**config.mk**
```make
export PLATFORM = sky130hd
export DESIGN_NAME = cr16_datapath
export DESIGN_NICKNAME = d
export VERILOG_FILES = /design/src/rtl/cr16_datapath.sv
export SDC_FILE = /design/constraint.sdc
export NUM_CORES = 1
export LEC_CHECK = 0
export ABC_AREA = 1
export CORE_MARGIN = 4
export CORE_UTILIZATION = 50
export DETAILED_ROUTE_END_ITERATION = 8
export DONT_BUFFER_PORTS = 1
export GPL_TIMING_DRIVEN = 0
export PLACE_DENSITY = 0.68
export REMOVE_ABC_BUFFERS = 1
export SKIP_LAST_GASP = 1
export SLEW_MARGIN = 20
export SYNTH_ARGS = -nofsm -noshare
export SYNTH_HDL_FRONTEND = slang
export SYNTH_SLANG_ARGS = --single-unit
```
**constraint.sdc**
```tcl
create_clock -name clk -period 15.37 [get_ports clk]
set_input_delay 3.074 -clock clk [delete_from_list [all_inputs] [get_ports clk]]
set_output_delay 3.074 -clock clk [all_outputs]
set_load 0.02 [all_outputs]
```
**src/rtl/cr16_datapath.sv**
```systemverilog
// rtl/cr16_datapath.sv - CR16 execution datapath: 16x16 register file, ALU, status flags (optional shifter under CR16_DATAPATH_SHIFT_EN)
module cr16_datapath (
    input  logic        clk,
    input  logic        reset,
    input  logic [7:0]  alu_op,
    input  logic [7:0]  muxes,
    input  logic [15:0] regs_en,
    input  logic [15:0] imm,
    output logic [15:0] alu_out,
    output logic [15:0] wb_data,
    output logic [4:0]  flags,
    output logic        illegal
);

    // Internal operation classes after decoding R-form ext / I-form opcode.
    localparam logic [3:0] OP_ADD = 4'd0;
    localparam logic [3:0] OP_SUB = 4'd1;
    localparam logic [3:0] OP_CMP = 4'd2;
    localparam logic [3:0] OP_AND = 4'd3;
    localparam logic [3:0] OP_OR  = 4'd4;
    localparam logic [3:0] OP_XOR = 4'd5;
    localparam logic [3:0] OP_MOV = 4'd6;
    localparam logic [3:0] OP_LUI = 4'd7;
    localparam logic [3:0] OP_SHF = 4'd8;
    localparam logic [3:0] OP_BAD = 4'd9;

    // Flag bit positions within {N, Z, L, F, C}.
    localparam int FLG_C = 0;
    localparam int FLG_F = 1;
    localparam int FLG_L = 2;
    localparam int FLG_Z = 3;
    localparam int FLG_N = 4;

    logic [15:0] rf [16];

    logic [3:0]  op_cls;
    logic        use_imm;
    logic [15:0] op_a;
    logic [15:0] op_b;
    logic [16:0] sum;
    logic [16:0] diff;
    logic        add_ovf;
    logic        sub_ovf;
    logic        signed_lt;
    logic [15:0] sh_res;
    logic [4:0]  flags_nxt;
    logic        legal;
    logic        wr_any;

    // Decode the control word; any pattern not listed (including X bits in
    // the opcode) falls through to OP_BAD.
    always_comb begin
        op_cls  = OP_BAD;
        use_imm = 1'b0;
        casez (alu_op)
            8'b0000_0101: op_cls = OP_ADD;
            8'b0000_1001: op_cls = OP_SUB;
            8'b0000_0001: op_cls = OP_AND;
            8'b0000_0010: op_cls = OP_OR;
            8'b0000_0011: op_cls = OP_XOR;
            8'b0000_1101: op_cls = OP_MOV;
            8'b0000_1011: op_cls = OP_CMP;
            8'b0101_????: begin op_cls = OP_ADD; use_imm = 1'b1; end
            8'b1001_????: begin op_cls = OP_SUB; use_imm = 1'b1; end
            8'b0001_????: begin op_cls = OP_AND; use_imm = 1'b1; end
            8'b0010_????: begin op_cls = OP_OR;  use_imm = 1'b1; end
            8'b0011_????: begin op_cls = OP_XOR; use_imm = 1'b1; end
            8'b1101_????: begin op_cls = OP_MOV; use_imm = 1'b1; end
            8'b1011_????: begin op_cls = OP_CMP; use_imm = 1'b1; end
            8'b1111_????: begin op_cls = OP_LUI; use_imm = 1'b1; end
`ifdef CR16_DATAPATH_SHIFT_EN
            8'h84:        op_cls = OP_SHF;
            8'h80:        begin op_cls = OP_SHF; use_imm = 1'b1; end
`endif
            default:      op_cls = OP_BAD;
        endcase
    end

    // Operand fetch straight from the register array; a write in this
    // cycle is only visible after the edge (no forwarding).
    always_comb begin
        op_a = rf[muxes[7:4]];
        op_b = use_imm ? imm : rf[muxes[3:0]];
    end

    // Adder/subtractor with carry, borrow and signed-overflow detection.
    always_comb begin
        sum       = {1'b0, op_a} + {1'b0, op_b};
        diff      = {1'b0, op_a} - {1'b0, op_b};
        add_ovf   = (op_a[15] == op_b[15]) && (sum[15] != op_a[15]);
        sub_ovf   = (op_a[15] != op_b[15]) && (diff[15] != op_a[15]);
        signed_lt = diff[15] ^ sub_ovf;
    end

`ifdef CR16_DATAPATH_SHIFT_EN
    logic [4:0] sh_amt;
    logic [4:0] sh_mag;

    // Logical shift by a signed 5-bit count: positive left, negative right;
    // the only reachable magnitude >= 16 is -16, which clears the result.
    always_comb begin
        sh_amt = op_b[4:0];
        sh_mag = 5'd0 - sh_amt;
        if (!sh_amt[4]) begin
            sh_res = op_a << sh_amt[3:0];
        end else if (sh_mag[4]) begin
            sh_res = '0;
        end else begin
            sh_res = op_a >> sh_mag[3:0];
        end
    end
`else
    // Shifter not built: opcode 1000 decodes as illegal, result never used.
    always_comb begin
        sh_res = '0;
    end
`endif

    // Result mux and next-flag computation for the current control word.
    always_comb begin
        alu_out   = '0;
        flags_nxt = flags;
        case (op_cls)
            OP_ADD: begin
                alu_out          = sum[15:0];
                flags_nxt[FLG_C] = sum[16];
                flags_nxt[FLG_F] = add_ovf;
            end
            OP_SUB: begin
                alu_out          = diff[15:0];
                flags_nxt[FLG_C] = diff[16];
                flags_nxt[FLG_F] = sub_ovf;
            end
            OP_CMP: begin
                alu_out          = diff[15:0];
                flags_nxt[FLG_C] = diff[16];
                flags_nxt[FLG_F] = sub_ovf;
                flags_nxt[FLG_L] = diff[16];
                flags_nxt[FLG_Z] = (op_a == op_b);
                flags_nxt[FLG_N] = signed_lt;
            end
            OP_AND:  alu_out = op_a & op_b;
            OP_OR:   alu_out = op_a | op_b;
            OP_XOR:  alu_out = op_a ^ op_b;
            OP_MOV:  alu_out = op_b;
            OP_LUI:  alu_out = {imm[7:0], 8'h00};
            OP_SHF:  alu_out = sh_res;
            default: alu_out = '0;
        endcase
    end

    // Qualifiers shared by the write-back and status registers.
    always_comb begin
        legal  = (op_cls != OP_BAD);
        wr_any = |regs_en;
    end

    // Register file write-back: every enabled register takes the result.
    always_ff @(posedge clk or negedge reset) begin
        if (!reset) begin
            for (int i = 0; i < 16; i++) begin
                rf[i] <= '0;
            end
        end else if (legal) begin
            for (int i = 0; i < 16; i++) begin
                if (regs_en[i]) begin
                    rf[i] <= alu_out;
                end
            end
        end
    end

    // Status: flags, last written value and the one-cycle illegal pulse.
    always_ff @(posedge clk or negedge reset) begin
        if (!reset) begin
            flags   <= '0;
            wb_data <= '0;
            illegal <= 1'b0;
        end else begin
            if (legal) begin
                flags <= flags_nxt;
            end
            if (legal && wr_any) begin
                wb_data <= alu_out;
            end
            illegal <= !legal && wr_any;
        end
    end

endmodule

```
==> results.toml, run 1 <==
[layout]
nets = 2844
drive_gt1_share_pct = 5.35
area_growth_pct = 5.73
instances_no_fill = 3286
fillCellCount = 3769

[route]
vias = 19800
drtAntennaViolNets = 0
dr.pass1.iters = 8
drt_iter0_drc = 2502
routedWlPerCell_um = 22.5
drc = 0
routed_wirelength_mm = 73.9
viasPerCell = 6.03

[die]
fp.dieArea_um2 = 41500
die_w_um = 204
rows = 71
start_util_pct = 50.8
io_pins = 88
core_area_um2 = 37700
die_h_um = 204

[synthesis]
synth_area_per_cell_um2 = 6.64
synth_area_leader_cell = "dfrtp_1"
ys_seq_area_share_pct = 36.4
synth_top_area_share_pct = 36.4
yosys_register_bits = 278
synthCells = 2881
async_reset_ff_share_pct = 100
synth_cell_type_count = 41
synth_ff_type = "dfrtp_1"
synth_edf_count = 0
synthTopCellsByArea = "dfrtp_1 (36%), nand2_1 (22%), o21ai_0 (7.3%)"
syn_area_um2 = 19100
ys_warn_count = 0

[clock_network]
clkLatencyLatePin_ns = 0.56
cts_buffers = 34
post_cts_resized = 0
cts_sinks = 278
cts_htree_levels = 2
postCtsHoldBufs = 0
post_cts_buffers = 0
clock_path_buffers = 3
clk_root_buffer_cell = "clkbuf_16"
path_clk_slew_ns = 0.05
cts_tree = "yes"

[sta]
fin_skew_ns = 0.0185
relSlewSlack_pct = 16.5
finalSetupViolCount = 0
rsz0062_at_grt = "false"
worst_pin_slew_ns = 1.25
final-max-slew-violation-count = 0
fin_crit_ns = 11.34
fin_crit_sh_pct = 73.8
fmax_mhz = 88.2
final.setup.tns_ns = 0
hold_viol_final = 0

[critical_path]
cp-end-kind = "output pin"
criticalPathCategory = "input pin to output pin"
worst_setup_path_start_kind = "input pin"
path_cells = "inv_6 > buf_16 > o211ai_1 > nand3_1 > nand3_1 > nand2_1 > nand2_1 > nand2_1 > inv_1 > ha_1 > inv_1 > a21oi_1 > nand3_1 > nand2_1 > nand3_1 > a21oi_1 > o21ai_0 > fa_1 > a22oi_1 > nand2_1 > or2_2"
path_max_fanout = 101
worst_path_largest_cell_delay_ns = 0.55
path_common_cell = "nand2_1"
crit_required_ns = 12.30
cp.arrival_ns = 8.27
crit_slowest_cell = "inv_6"

[run]
drv_cap = 0

[global_routing]
track_usage_pct = 34.8
grt_pass1_vias = 18800
antenna_found_initial = 6
grt_pass1_wl_mm = 111
grt_max_degree = 279
gr-total-overflow = 0

[power_and_ir_drop]
p_per_area_nw_per_um2 = 141
leakage_nw = 10.4
ir_worst_vdd_mv = 0.0912

[placed_design]
routabilityCongestion = 0.985
numPortBuffers = 0
dpl.hpwl_mm = 44.9
dp_cells = 3217

[run_status]
status = "finished clean"

[min_path]
hp-class = "register to register"
## where the power goes
group          internal [mW]  switching [mW]
combinational          0.285           0.618
clock                  0.511           0.351
sequential             0.931           0.166
## cell type report
| type | instances | area (um^2) | share of cell area (%) |
|---|---|---|---|
| Multi-Input combinational cell | 2170 | 10400 | 51.4 |
| Sequential cell | 278 | 6960 | 34.4 |
| Clock buffer | 50 | 1010 | 5.00 |
| Inverter | 255 | 967 | 4.78 |
| Tap cell | 511 | 639 | 3.16 |
| Clock inverter | 11 | 160 | 0.792 |
| Timing Repair Buffer | 4 | 86.3 | 0.427 |
| Antenna cell | 7 | 17.5 | 0.0866 |
## logic make-up (layout without fill, tap and decap cells)
| family | Yosys count | count (layout) | synth area share [%] |
|---|---|---|---|
| XOR/XNOR | 5 | 5 | 0.229 |
| adder cells (fa/ha/maj) | 51 | 51 | 3.45 |
| multiplexers | 40 | 40 | 2.09 |
| flip-flops | 278 | 278 | 36.4 |
| other | 0 | 7 | 0 |
| AND/OR/NAND/NOR | 1567 | 1567 | 34.2 |
| buffers and inverters | 433 | 320 | 9.34 |
| AO/OA/AOI/OAI | 507 | 507 | 14.3 |
## synth_stat cells (3+ instances only)
cell type	instances
a21oi_1	148
buf_1	10
buf_2	68
buf_4	13
clkbuf_1	84
dfrtp_1	278
fa_1	3
ha_1	48
inv_1	232
inv_2	21
mux2i_1	40
nand2_1	1135
nand3_1	280
nand3_2	5
nand3b_1	3
nand3b_2	3
nand4_1	17
nor2_1	63
nor2_2	10
nor2_4	11
nor3_1	7
o211ai_1	53
o21ai_0	281
o221ai_1	10
o22ai_1	7
or2_2	28
xor2_1	5
## per-stage QoR
step | area [um^2] | utilization, % | total power [mW] | hold WS, ns | setup WS, ns
final | 20200 | 53.7 | 2.86 | 0.481 | 4.03
after global routing | 20200 | 53.7 | 3.02 | 0.492 | 3.78
after CTS | 20200 | 53.6 | 2.84 | 0.483 | 4.25
after global placement | 18900 | 50.3 | 1.95 | 0.464 | 0.910
after detailed placement | 19000 | 50.5 | 1.98 | 0.466 | 4.25
after floorplan | 18300 | - | 1.70 | 0.449 | 3.86
## final timing paths
path / to / start / slack, ns / depth (start not counted)
setup reg to reg: rf[191]$_DFFE_PN0P_ / rf[215]$_DFFE_PN0P_ / 10.66 / 19
max in group asynchronous: rf[241]$_DFFE_PN0P_ / reset / 12.59 / 0
hold / removal: rf[34]$_DFFE_PN0P_ / rf[34]$_DFFE_PN0P_ / 0.48 / 2
min in group asynchronous: rf[187]$_DFFE_PN0P_ / reset / 2.21 / 0
hold reg to reg: rf[34]$_DFFE_PN0P_ / rf[34]$_DFFE_PN0P_ / 0.48 / 2
setup / recovery: alu_out[15] / muxes[0] / 4.03 / 21
## worst max-delay path: cells and delay by family
| kind | cells | cell delay, ns |
|---|---|---|
| buffers and inverters | 4 | 1.10 |
| AND/OR/NAND/NOR | 10 | 2.05 |
| adder cells (fa/ha/maj) | 2 | 0.99 |
| AO/OA/AOI/OAI | 5 | 0.90 |
## flip-flops by register name, indices dropped and copies added (netlist names)
register  count
rf          256
wb_data      16
flags         5
illegal       1
## per-layer routing
layer  global-route usage (%)  vias up  wire length, um
met3                     8.63      223             8140
met4                     17.6        2             4060
met1                     46.9     9376            29900
li1                         -     9010                -
met5                        0        -               13
met2                     52.3     1193            31800
## cell usage in the layout, fill, tap and decap left out, drive strengths merged
master	Yosys	routed
clkbuf	84	50
fa	3	3
o2111ai	1	1
and2	1	1
mux2i	40	40
nor2	84	84
dfrtp	278	278
buf	94	4
ha	48	48
nand3	285	285
xor2	5	5
o21bai	3	3
diode	0	7
o22ai	7	7
nand3b	6	6
a21oi	148	148
inv	254	256
a31oi	1	1
o221ai	10	10
nand2	1136	1136
a22oi	1	1
o21ai	283	283
or2	28	28
clkinv	1	7
nand4	19	19
nor3	7	7
nor4	1	1
o211ai	53	53
bufinv	0	3
No activity file was read; power rests on OpenSTA's default activity.
==> inputs of run 2 (changes only) <==
--- a/config.mk
+++ b/config.mk
@@ -11,7 +11,7 @@
 export DETAILED_ROUTE_END_ITERATION = 8
 export DONT_BUFFER_PORTS = 1
 export GPL_TIMING_DRIVEN = 0
-export PLACE_DENSITY = 0.68
+export PLACE_DENSITY = 0.71
 export REMOVE_ABC_BUFFERS = 1
 export SKIP_LAST_GASP = 1
 export SLEW_MARGIN = 20
==> constraint.sdc (replaced) <==
create_clock -name clk -period 9.5 [get_ports clk]
set_input_delay 1.9 -clock clk [delete_from_list [all_inputs] [get_ports clk]]
set_output_delay 1.9 -clock clk [all_outputs]
set_load 0.02 [all_outputs]
==> run 2 against run 1 <==
Worst setup slack worse by 3.7 ns; utilization is 0.13 points lower; cell area is 0.24% lower; worst hold slack worse by 0.0017 ns; clock skew is 0.0045 ns lower; register-to-register slack worse by 6.4 ns; non-clock buffer count stayed put; die area stayed put; clock-buffer cell count is 10 lower; critical path depth is 1 lower; combinational power is 62% higher.
==> results.toml, run 2 (synthesis gave the netlist of run 1 again) <==
[run_status]
status = "finished clean"

[clock_network]
post_cts_resized = 0
post_cts_buffers = 0
path_clk_slew_ns = 0.06
cts_sinks = 278
cts_buffers = 31
clk_root_buffer_cell = "clkbuf_16"
clock_path_buffers = 3
cts_htree_levels = 1
postCtsHoldBufs = 0
cts_tree = "yes"
clkLatencyLatePin_ns = 0.60

[critical_path]
path_cells = "inv_2 > nand3_1 > nand3_1 > nand3_1 > nand2_1 > nand2_1 > nand2_1 > inv_1 > ha_1 > inv_1 > a21oi_1 > nand2_1 > nand2_1 > nand3_1 > a21oi_1 > o21ai_0 > fa_1 > a22oi_1 > nand2_1 > or2_2"
cp.buffers_inverters = 3
crit_family = "simple AND/OR/NAND/NOR gates"
cp-end-kind = "output pin"
r2r-start = "rf[161]$_DFFE_PN0P_"
path_common_cell = "nand2_1"
crit_required_ns = 7.60
worst_path_largest_cell_delay_ns = 0.92
crit_start = "muxes[1]"
path_max_fanout = 83
cp.arrival_ns = 7.31
worst_setup_path_start_kind = "input pin"
criticalPathCategory = "input pin to output pin"
crit_slowest_cell = "inv_2"

[sta]
fin_skew_ns = 0.0140
layout_setup_ws_ns = 0.293
fmax_mhz = 109
whs_ns = 0.479
fin_crit_ns = 9.21
finalSetupViolCount = 0
relSlewSlack_pct = 19.0
worst_pin_slew_ns = 1.21
rsz0062_at_grt = "false"
fin_crit_sh_pct = 96.9
final-max-slew-violation-count = 0
hold_viol_final = 0
final.setup.tns_ns = 0

[placed_design]
routabilityCongestion = 1.01
numPortBuffers = 0
post-place-ws_ns = 0.631
dpl.hpwl_mm = 44.5

[layout]
nets = 2841
mostFrequentLayoutCells = "nand2_1 (1135), o21ai_0 (281), nand3_1 (280)"
largest_reg_flops = 256
drive_gt1_share_pct = 5.32
fillCellCount = 3778
utilization_pct = 53.6
reg_top3 = "rf x256, wb_data x16, flags x5"
layout_commonest_cell = "nand2_1"
area_growth_pct = 5.48
largest-register = "rf"

[power_and_ir_drop]
ir_worst_vdd_mv = 0.177
leakage_nw = 10.4
p_int_mw = 2.75
comb_power_share_pct = 32.0
p_per_area_nw_per_um2 = 226
pwr-share-seq_pct = 39.0
switching_share_pct = 39.6
power.switching_mw = 1.81
power_frac_clock_pct = 28.9

[die]
die_h_um = 204
rows = 71
start_util_pct = 50.8
io_pins = 88
die_w_um = 204
core_area_um2 = 37700
fp.dieArea_um2 = 41500

[min_path]
worstHoldStart = "rf[37]$_DFFE_PN0P_"
hp-class = "register to register"

[global_routing]
grt_max_degree = 279
gr-total-overflow = 0
track_usage_pct = 33.8
antenna_found_initial = 7
grt_pass1_wl_mm = 110
grt_pass1_vias = 19000

[run]
drv_cap = 0

[route]
drtAntennaViolNets = 0
routed_wirelength_mm = 71.6
dr.pass1.iters = 6
drc = 0
viasPerCell = 5.97
drt_iter0_drc = 2657
vias = 19600
routedWlPerCell_um = 21.8
==> run 2: power by group through the flow <==
stage | Combinational (mW) | Sequential [mW] | Clock [mW]
after detailed placement | 1.42 | 1.78 | 0
after CTS | 1.43 | 1.77 | 1.33
after global placement | 1.38 | 1.77 | 0
after global routing | 1.63 | 1.82 | 1.38
final | 1.46 | 1.78 | 1.32
after floorplan | 1.02 | 1.72 | 0
==> run 2: worst paths after layout <==
| kind | end | slack [ns] | cells past startpoint |
|---|---|---|---|
| setup / recovery | alu_out[15] | 0.29 | 20 |
| hold / removal | rf[37]$_DFFE_PN0P_ | 0.48 | 2 |
| setup reg to reg | wb_data[15]$_DFFE_PN0P_ | 4.26 | 19 |
| hold reg to reg | rf[37]$_DFFE_PN0P_ | 0.48 | 2 |
| max in group asynchronous | rf[96]$_DFFE_PN0P_ | 7.92 | 0 |
| min in group asynchronous | rf[166]$_DFFE_PN0P_ | 1.00 | 0 |
==> run 2: routing by layer <==
layer | track usage (%) | vias up | routed length (um)
met5 | 0 | - | 0
met4 | 20.6 | 0 | 4750
met3 | 6.31 | 211 | 7370
met2 | 51.8 | 1133 | 31400
met1 | 44.4 | 9241 | 28100
li1 | - | 9016 | -
==> run 2: final cells by class <==
type	count	area, um^2	area share [%]
multi-input cells	2170	10400	51.5
flip-flops and latches	278	6960	34.5
inverters	255	967	4.79
clock buffers	40	870	4.31
well taps	511	639	3.17
clock inverters	18	249	1.23
repair buffers	4	90.1	0.446
diodes	7	17.5	0.0868
==> run 2: worst register-to-register path: cells and delay by family (launching register included) <==
family,cells,cell delay (ns)
AOI/OAI and AO/OA,8,2.02
and+or+nand+nor,8,1.77
adders and majority gates,2,0.86
DFF,1,0.39
buffers and inverters,1,0.07
==> run 2: stage by stage <==
step	power, mW	area [um^2]	cells
after detailed placement	3.21	19000	3218
final	4.56	20200	3283
after CTS	4.53	20200	3276
after global routing	4.83	20200	3282
after global placement	3.15	18900	3214
after floorplan	2.75	18300	2703
